**src/rtl/fifo_down_split.sv**
```systemverilog
// 64-to-32 bit downconverting FIFO: buffers 64-bit words, emits upper half then lower half.
// Optional drop counter is built when FIFO_DOWN_SPLIT_OVF_EN is defined.
module fifo_down_split #(
    parameter  int DEPTH = 8,
    localparam int AW    = $clog2(DEPTH)
) (
    input  logic          clk,
    input  logic          rst,
    input  logic          in_valid,
    input  logic [63:0]   in_data,
    output logic          in_ready,
    output logic          out_valid,
    output logic [31:0]   out_data,
    input  logic          out_ready,
    output logic [AW:0]   level,
    output logic [15:0]   ovf_cnt
);

    typedef enum logic [1:0] {S_IDLE, S_HI, S_LO} state_t;

    logic [63:0] r_mem [DEPTH];
    logic [AW:0] r_wr_ptr;
    logic [AW:0] r_rd_ptr;
    logic [31:0] r_hold_lo;
    logic [31:0] r_out_data;
    logic        r_out_valid;
    state_t      r_state;

    logic        w_empty;
    logic        w_full;
    logic        w_push;
    logic        w_pop;
    logic [63:0] w_rd_word;

    assign w_empty   = (r_wr_ptr == r_rd_ptr);
    assign w_full    = (r_wr_ptr[AW-1:0] == r_rd_ptr[AW-1:0]) && (r_wr_ptr[AW] != r_rd_ptr[AW]);
    assign w_push    = in_valid && !w_full;
    // The holding register is free when idle, or when its lower beat is leaving this cycle.
    assign w_pop     = !w_empty && ((r_state == S_IDLE) || ((r_state == S_LO) && out_ready));
    assign w_rd_word = r_mem[r_rd_ptr[AW-1:0]];

    assign in_ready  = !w_full;
    assign level     = r_wr_ptr - r_rd_ptr;
    assign out_valid = r_out_valid;
    assign out_data  = r_out_data;

    always_ff @(posedge clk) begin
        if (w_push) begin
            r_mem[r_wr_ptr[AW-1:0]] <= in_data;
        end
    end

    always_ff @(posedge clk or posedge rst) begin
        if (rst) begin
            r_wr_ptr <= '0;
            r_rd_ptr <= '0;
        end else begin
            if (w_push) begin
                r_wr_ptr <= r_wr_ptr + 1'b1;
            end
            if (w_pop) begin
                r_rd_ptr <= r_rd_ptr + 1'b1;
            end
        end
    end

    // Upper half goes straight to the output register; only the lower half needs holding.
    always_ff @(posedge clk or posedge rst) begin
        if (rst) begin
            r_state     <= S_IDLE;
            r_hold_lo   <= '0;
            r_out_data  <= '0;
            r_out_valid <= 1'b0;
        end else begin
            case (r_state)
                S_IDLE: begin
                    if (w_pop) begin
                        r_hold_lo   <= w_rd_word[31:0];
                        r_out_data  <= w_rd_word[63:32];
                        r_out_valid <= 1'b1;
                        r_state     <= S_HI;
                    end
                end
                S_HI: begin
                    if (out_ready) begin
                        r_out_data <= r_hold_lo;
                        r_state    <= S_LO;
                    end
                end
                S_LO: begin
                    if (out_ready) begin
                        if (w_pop) begin
                            r_hold_lo  <= w_rd_word[31:0];
                            r_out_data <= w_rd_word[63:32];
                            r_state    <= S_HI;
                        end else begin
                            r_out_valid <= 1'b0;
                            r_state     <= S_IDLE;
                        end
                    end
                end
                default: begin
                    r_out_valid <= 1'b0;
                    r_state     <= S_IDLE;
                end
            endcase
        end
    end

`ifdef FIFO_DOWN_SPLIT_OVF_EN
    logic [15:0] r_ovf_cnt;

    always_ff @(posedge clk or posedge rst) begin
        if (rst) begin
            r_ovf_cnt <= '0;
        end else if (in_valid && w_full && (r_ovf_cnt != 16'hFFFF)) begin
            r_ovf_cnt <= r_ovf_cnt + 16'd1;
        end
    end

    assign ovf_cnt = r_ovf_cnt;
`else
    assign ovf_cnt = '0;
`endif

endmodule

```
**config.mk**
```make
export PLATFORM = sky130hd
export DESIGN_NAME = fifo_down_split
export DESIGN_NICKNAME = d
export VERILOG_FILES = /design/src/rtl/fifo_down_split.sv
export SDC_FILE = /design/constraint.sdc
export NUM_CORES = 1
export LEC_CHECK = 0
export ABC_AREA = 1
export CAP_MARGIN = 5
export CORE_MARGIN = 4
export CORE_UTILIZATION = 55
export CTS_CLUSTER_DIAMETER = 120
export DETAILED_ROUTE_END_ITERATION = 12
export DONT_BUFFER_PORTS = 1
export PLACE_DENSITY = 0.71
export SLEW_MARGIN = 15
export SYNTH_ARGS = -nofsm -noshare
export SYNTH_HDL_FRONTEND = slang
export SYNTH_SLANG_ARGS = --single-unit
```
**constraint.sdc**
```tcl
create_clock -name clk -period 15.4 [get_ports clk]
set_input_delay 0.77 -clock clk [delete_from_list [all_inputs] [get_ports clk]]
set_output_delay 0.77 -clock clk [all_outputs]
set_load 0.05 [all_outputs]
```
# [Word-level counts from Yosys, hierarchy flattened]
# Memories as Yosys holds them, arrays and structs flattened.
# Index checks and enable logic that the tools add are counted.
[classes] addsub=3 eq_ne=9 mux=18 bitwise=1 n_reduce_logical=14
[op_table] op="$mux W32" count=5
[op_table] op="$pmux W32 S3" count=1
[op_table] op="$pmux W32 S2" count=1
[op_table] op="$add A4 B1 Y4 const B" count=2
[op_table] op="$ne A2 B2 Y1 const B" count=4
[op_table] op="$mux W1" count=6
[op_table] op="$mux W2" count=3
[op_table] op="$pmux W2 S3" count=1
[op_table] op="$reduce_and A3 Y1" count=2
[op_table] op="$eq A4 B4 Y1" count=1
[op_table] op="$logic_and A1 B1 Y1" count=4
[op_table] op="$reduce_and A4 Y1" count=1
[op_table] op="$sub A4 B4 Y4" count=1
[op_table] op="$eq A3 B3 Y1" count=1
[op_table] op="$pmux W1 S3" count=1
[op_table] op="$reduce_bool A3 Y1" count=1
[op_table] op="$eq A2 B1 Y1 const B" count=1
[op_table] op="$eq A2 B2 Y1 const B" count=1
[op_table] op="$logic_not A1 Y1" count=2
[op_table] op="$logic_not A2 Y1" count=1
[op_table] op="$reduce_and A2 Y1" count=1
[op_table] op="$reduce_bool A2 Y1" count=1
[op_table] op="$logic_or A1 B1 Y1" count=1
[op_table] op="$ne A1 B1 Y1" count=1
[op_table] op="$not A1 Y1" count=1
[word_totals] reg_bits=75 ram_bits=512 inputBits=68 output_inout_bits=54 elab_cells=52 n_memories=1
[mem_list] memory="r_mem" depth=8 word_bits=64 read_ports=1 rd_ports_with_merged_regs=0 write_ports=1 line_no="21" text="logic [63:0] r_mem [DEPTH];"

# [Longest topological paths before layout]
[logic_depth] ltp_word=7 ltp_mapped=12 depth_no_buf=9

# [Least setup slack after synthesis]
# Ideal clock, no wire load.
[synth_path] kind="register to register" from="reg r_rd_ptr[1]" to="mem r_mem[6][0], enable pin" setup_time_ps=565 arrival_time_ps=6497 t_required_ps=14835 slack_ps=8337 path_stages_with_launch=12 n_path_buf=2 period_less_slack_ps=7063 cell_sequence="dfrtp_1 > inv_1 > buf_2 > buf_1 > ha_1 > nand2_1 > nor2_1 > nand2_1 > nand2_1 > inv_1 > nand2_1 > nor3_1"
[synth_between] elab_chain_len=6
[synth_rtl] item="start, declared" line_no="23" text="logic [AW:0] r_rd_ptr;"
[synth_rtl] item="start signal, assigned" line_no="62" text="r_rd_ptr <= r_rd_ptr + 1'b1;"
[synth_rtl] item="$eq A3 B3 Y1" line_no="36" text="assign w_full = (r_wr_ptr[AW-1:0] == r_rd_ptr[AW-1:0]) && (r_wr_ptr[AW] != r_rd_ptr[AW]);"
[synth_rtl] item="$logic_and A1 B1 Y1" line_no="36"
[synth_rtl] item="$logic_not A1 Y1"
[synth_rtl] item="net in_ready" line_no="11" text="output logic in_ready,"
[synth_rtl] item="$logic_and A1 B1 Y1" line_no="37" text="assign w_push = in_valid && !w_full;"
[synth_rtl] item="$mux W1" line_no="48" text="if (w_push) begin"
[synth_rtl] item="$mux W1 (implied by the code)" line_no="49" text="r_mem[r_wr_ptr[AW-1:0]] <= in_data;"
[synth_rtl] item="end, declared" line_no="21"
# The timed path passes the listed nets, and every way through them passes these cells.

# [Worst setup path after layout]
[layout_path] from="reg r_rd_ptr[2]" to="mem r_mem[5][34], enable pin"
# Same word-level chain as after synthesis.

==> results_dict.tcl <==
set metrics [dict create \
    status "finished, final reports clean" \
    routedWlPerCell_um 20.3 \
    rows 76 \
    via_per_inst 5.65 \
    synth_cells 2035 \
    rr_worst_depth 10 \
    synth_top_family_by_area "simple AND/OR/NAND/NOR gates" \
    ys_seq_area_share_pct 72.0 \
    firstDrtPassIters 7 \
    synthAdderAreaFrac_pct 0.345 \
    post-cts-setup-buffers 0 \
    grt_pass1_vias 14200 \
    ys_async_sr_fraction_pct 12.8 \
    synth_cell_type_count 25 \
    cp_max_fo 66 \
    startpoint_type "flop" \
    worstSetupPathType "reg -> reg" \
    reg2reg_to "r_mem[5][34]" \
    num_vias 14800 \
    fin_util_pct 60.5 \
    antenna_found_initial 2 \
    core-area_um2 43100 \
    tritoncts "done" \
    synth_area_um2 23900 \
    power.share.clock_pct 24.7 \
    yosysMostFrequentCell "edfxtp_1" \
    max_slew.worst_pin.slew_ns 1.20 \
    cts_buffer_depth 3 \
    area.growth.synth_to_final_pct 8.89 \
    dieWidth_um 217 \
    synthXorXnorAreaFrac_pct 0.256 \
    grt_max_degree 146 \
    clk_latency_ns 0.60 \
    swShare_pct 39.4 \
    place_hpwl_um 29500 \
    synth_warnings 0 \
    cp.required_ns 15.62 \
    syn_avg_cell_area_um2 11.8 \
    combPwrFrac_pct 31.7 \
    cts-root-buf "clkbuf_16" \
    yosys.area_share.simple_pct 15.7 \
    synth_edf_count 512 \
    leakagePower_nw 9.77 \
    cts.clk_slew.worst_paths_ns 0.06 \
    grt.overflow.total 0 \
    vdd_ir_drop_max_v 0.000177 \
    gp_congestion 0.833 \
    die_area_um2 46900 \
    min_period_ns 5.06 \
    reg2reg_slack_ns 10.34 \
    ctsHoldBuffers 0 \
    cts_buffers 56 \
    synthTopCellsByCount "edfxtp_1, nand2_1, nand3_1" \
    nets 2069 \
    cap_violations 0 \
    p_int_mw 3.36 \
    finalHoldViolCount 0 \
    htree_num_levels 2 \
    synth_seq_cells 587 \
    numPortBuffers 0 \
    stdcell_area_um2 26100 \
    synth.top_cell.area_share_pct 64.2 \
    drt_iter0_drc 1564 \
    min_period_over_period_pct 32.9 \
    drive_above_1_share_pct 7.84 \
    switchingPower_mw 2.18 \
    synth_top_cell_by_area "edfxtp_1" \
    setup_viol_count_final 0 \
    r2r_start "r_rd_ptr[2]" \
    drv_slew 0 \
    seq_power_share_pct 43.6 \
    cts_sinks 587 \
    synth_mux_area_share_pct 0 \
    end_kind "flop" \
    ys.flop_type "edfxtp_1" \
    route.detailed.drc 0 \
    drtAntennaViolNets 0 \
    synth-compound-area-share_pct 5.78 \
    diodes 0 \
    rsz0062_at_grt "no" \
    finalWirelength_um 53400 \
    crit_path_start "r_rd_ptr[2]" \
    pin_count 122 \
    relSlewSlack_pct 20.2 \
    worstPathArrival_ns 5.29 \
    skew_ns 0.0182 \
    postPlaceCellArea_um2 24200 \
    timing.fmax_mhz 197 \
    grt_pass1_wl_um 82300 \
    die_height_um 217 \
    setup_tns_ns 0 \
    hold_path.class "in -> async" \
    cts_resized 0 \
    power_per_cell_area_nw_per_um2 212 \
    grt_usage_pct 22.5 \
    synthTopCellsByArea "edfxtp_1, dfrtp_1, nand3_1, nand2_1, nor2_1" \
    start_util_pct 55.6 \
]
==> metrics by stage <==
| stage | instances | hold WS (ns) | setup slack (ns) | power (mW) |
|---|---|---|---|---|
| detailed placement | 2521 | 0.463 | 10.34 | 4.19 |
| global placement | 2521 | 0.459 | 10.35 | 4.14 |
| global route | 2626 | 0.236 | 10.07 | 5.85 |
| finish | 2626 | 0.172 | 10.34 | 5.54 |
| floorplan | 2050 | 0.442 | 8.34 | 3.73 |
| CTS | 2625 | 0.196 | 10.32 | 5.55 |
==> cells by family (layout without fill, tap and decap cells) <==
group                      after synthesis  in the layout
buffers and inverters                  300            291
and+or+nand+nor                        883            883
adders and majority gates                6              6
AOI/OAI and AO/OA                      251            251
xor gates and xnor gates                 7              7
other                                    1             16
DFF                                    587            587
==> routing by layer <==
metal	GRT usage, %	part of all wire (%)	up-vias
met4	8.26	3.0	4
met5	0	0.049	-
met1	29.9	39	7258
li1	-	-	6894
met3	5.44	8.7	100
met2	36.7	49	573
==> worst max-delay path by stage <==
stage	endpoint	slack (ns)	cells past startpoint
after floorplan	r_mem[6][0]	8.34	11
after global placement	r_mem[5][59]	10.35	10
after detailed placement	r_mem[5][52]	10.34	10
after CTS	r_mem[5][37]	10.32	10
after global routing	r_mem[5][11]	10.07	10
final	r_mem[5][34]	10.34	10
==> state kept, by name, indices dropped and copies added (netlist names) <==
register / flops
out_data: 32
out_valid: 1
r_hold_lo: 32
r_mem: 512
r_rd_ptr: 4
r_state: 2
r_wr_ptr: 4
==> power groups by stage <==
stage	logic (mW)	registers (mW)	clock network [mW]
after floorplan	1.38	2.35	0
after global placement	1.70	2.43	0
after detailed placement	1.74	2.44	0
after CTS	1.75	2.41	1.39
after global routing	1.95	2.44	1.46
final	1.76	2.42	1.37
==> final cells by class <==
| cell class | instances | area [µm²] |
|---|---|---|
| Inverter | 163 | 618 |
| Sequential cell | 587 | 17300 |
| Multi-Input combinational cell | 1163 | 5410 |
| Fill cell | 3320 | 17000 |
| Clock inverter | 30 | 282 |
| Clock buffer | 74 | 1570 |
| Timing Repair Buffer | 24 | 200 |
| Tap cell | 585 | 732 |
==> placed cells by master (no fill, tap or decap) <==
cell type | netlist | final
nand2_1 | 342 | 342
nor3_2 | 0 | 1
buf_4 | 33 | 23
conb_1 | 1 | 16
inv_1 | 159 | 156
nor2_1 | 217 | 210
dfrtp_1 | 75 | 72
clkbuf_8 | 0 | 8
edfxtp_1 | 512 | 512
xnor2_1 | 1 | 1
clkinv_4 | 0 | 1
dfrtp_4 | 0 | 3
clkbuf_16 | 0 | 57
nand2_2 | 2 | 2
bufinv_16 | 0 | 5
clkbuf_1 | 27 | 9
nor2_4 | 0 | 7
inv_2 | 4 | 5
a21oi_1 | 66 | 66
o21ai_1 | 23 | 23
o211ai_1 | 51 | 51
inv_6 | 0 | 4
ha_1 | 5 | 5
xor2_1 | 6 | 6
nand3_1 | 289 | 289
buf_16 | 0 | 1
or2_2 | 32 | 32
fa_1 | 1 | 1
clkinv_2 | 0 | 9
clkinv_1 | 0 | 11
o21ai_0 | 111 | 111
clkinvlp_4 | 0 | 2
==> worst max-delay path, stage by stage, from the launching register on <==
cell and delay, ns:
dfrtp_4 0.99, inv_2 0.61, ha_1 0.51, nand2_1 0.10
nor2_1 0.06, nand2_1 0.41, nand2_1 0.24, inv_1 0.17
nand2_1 0.19, nor2_4 0.66, buf_4 0.64
(Power assumes the default switching activity.)
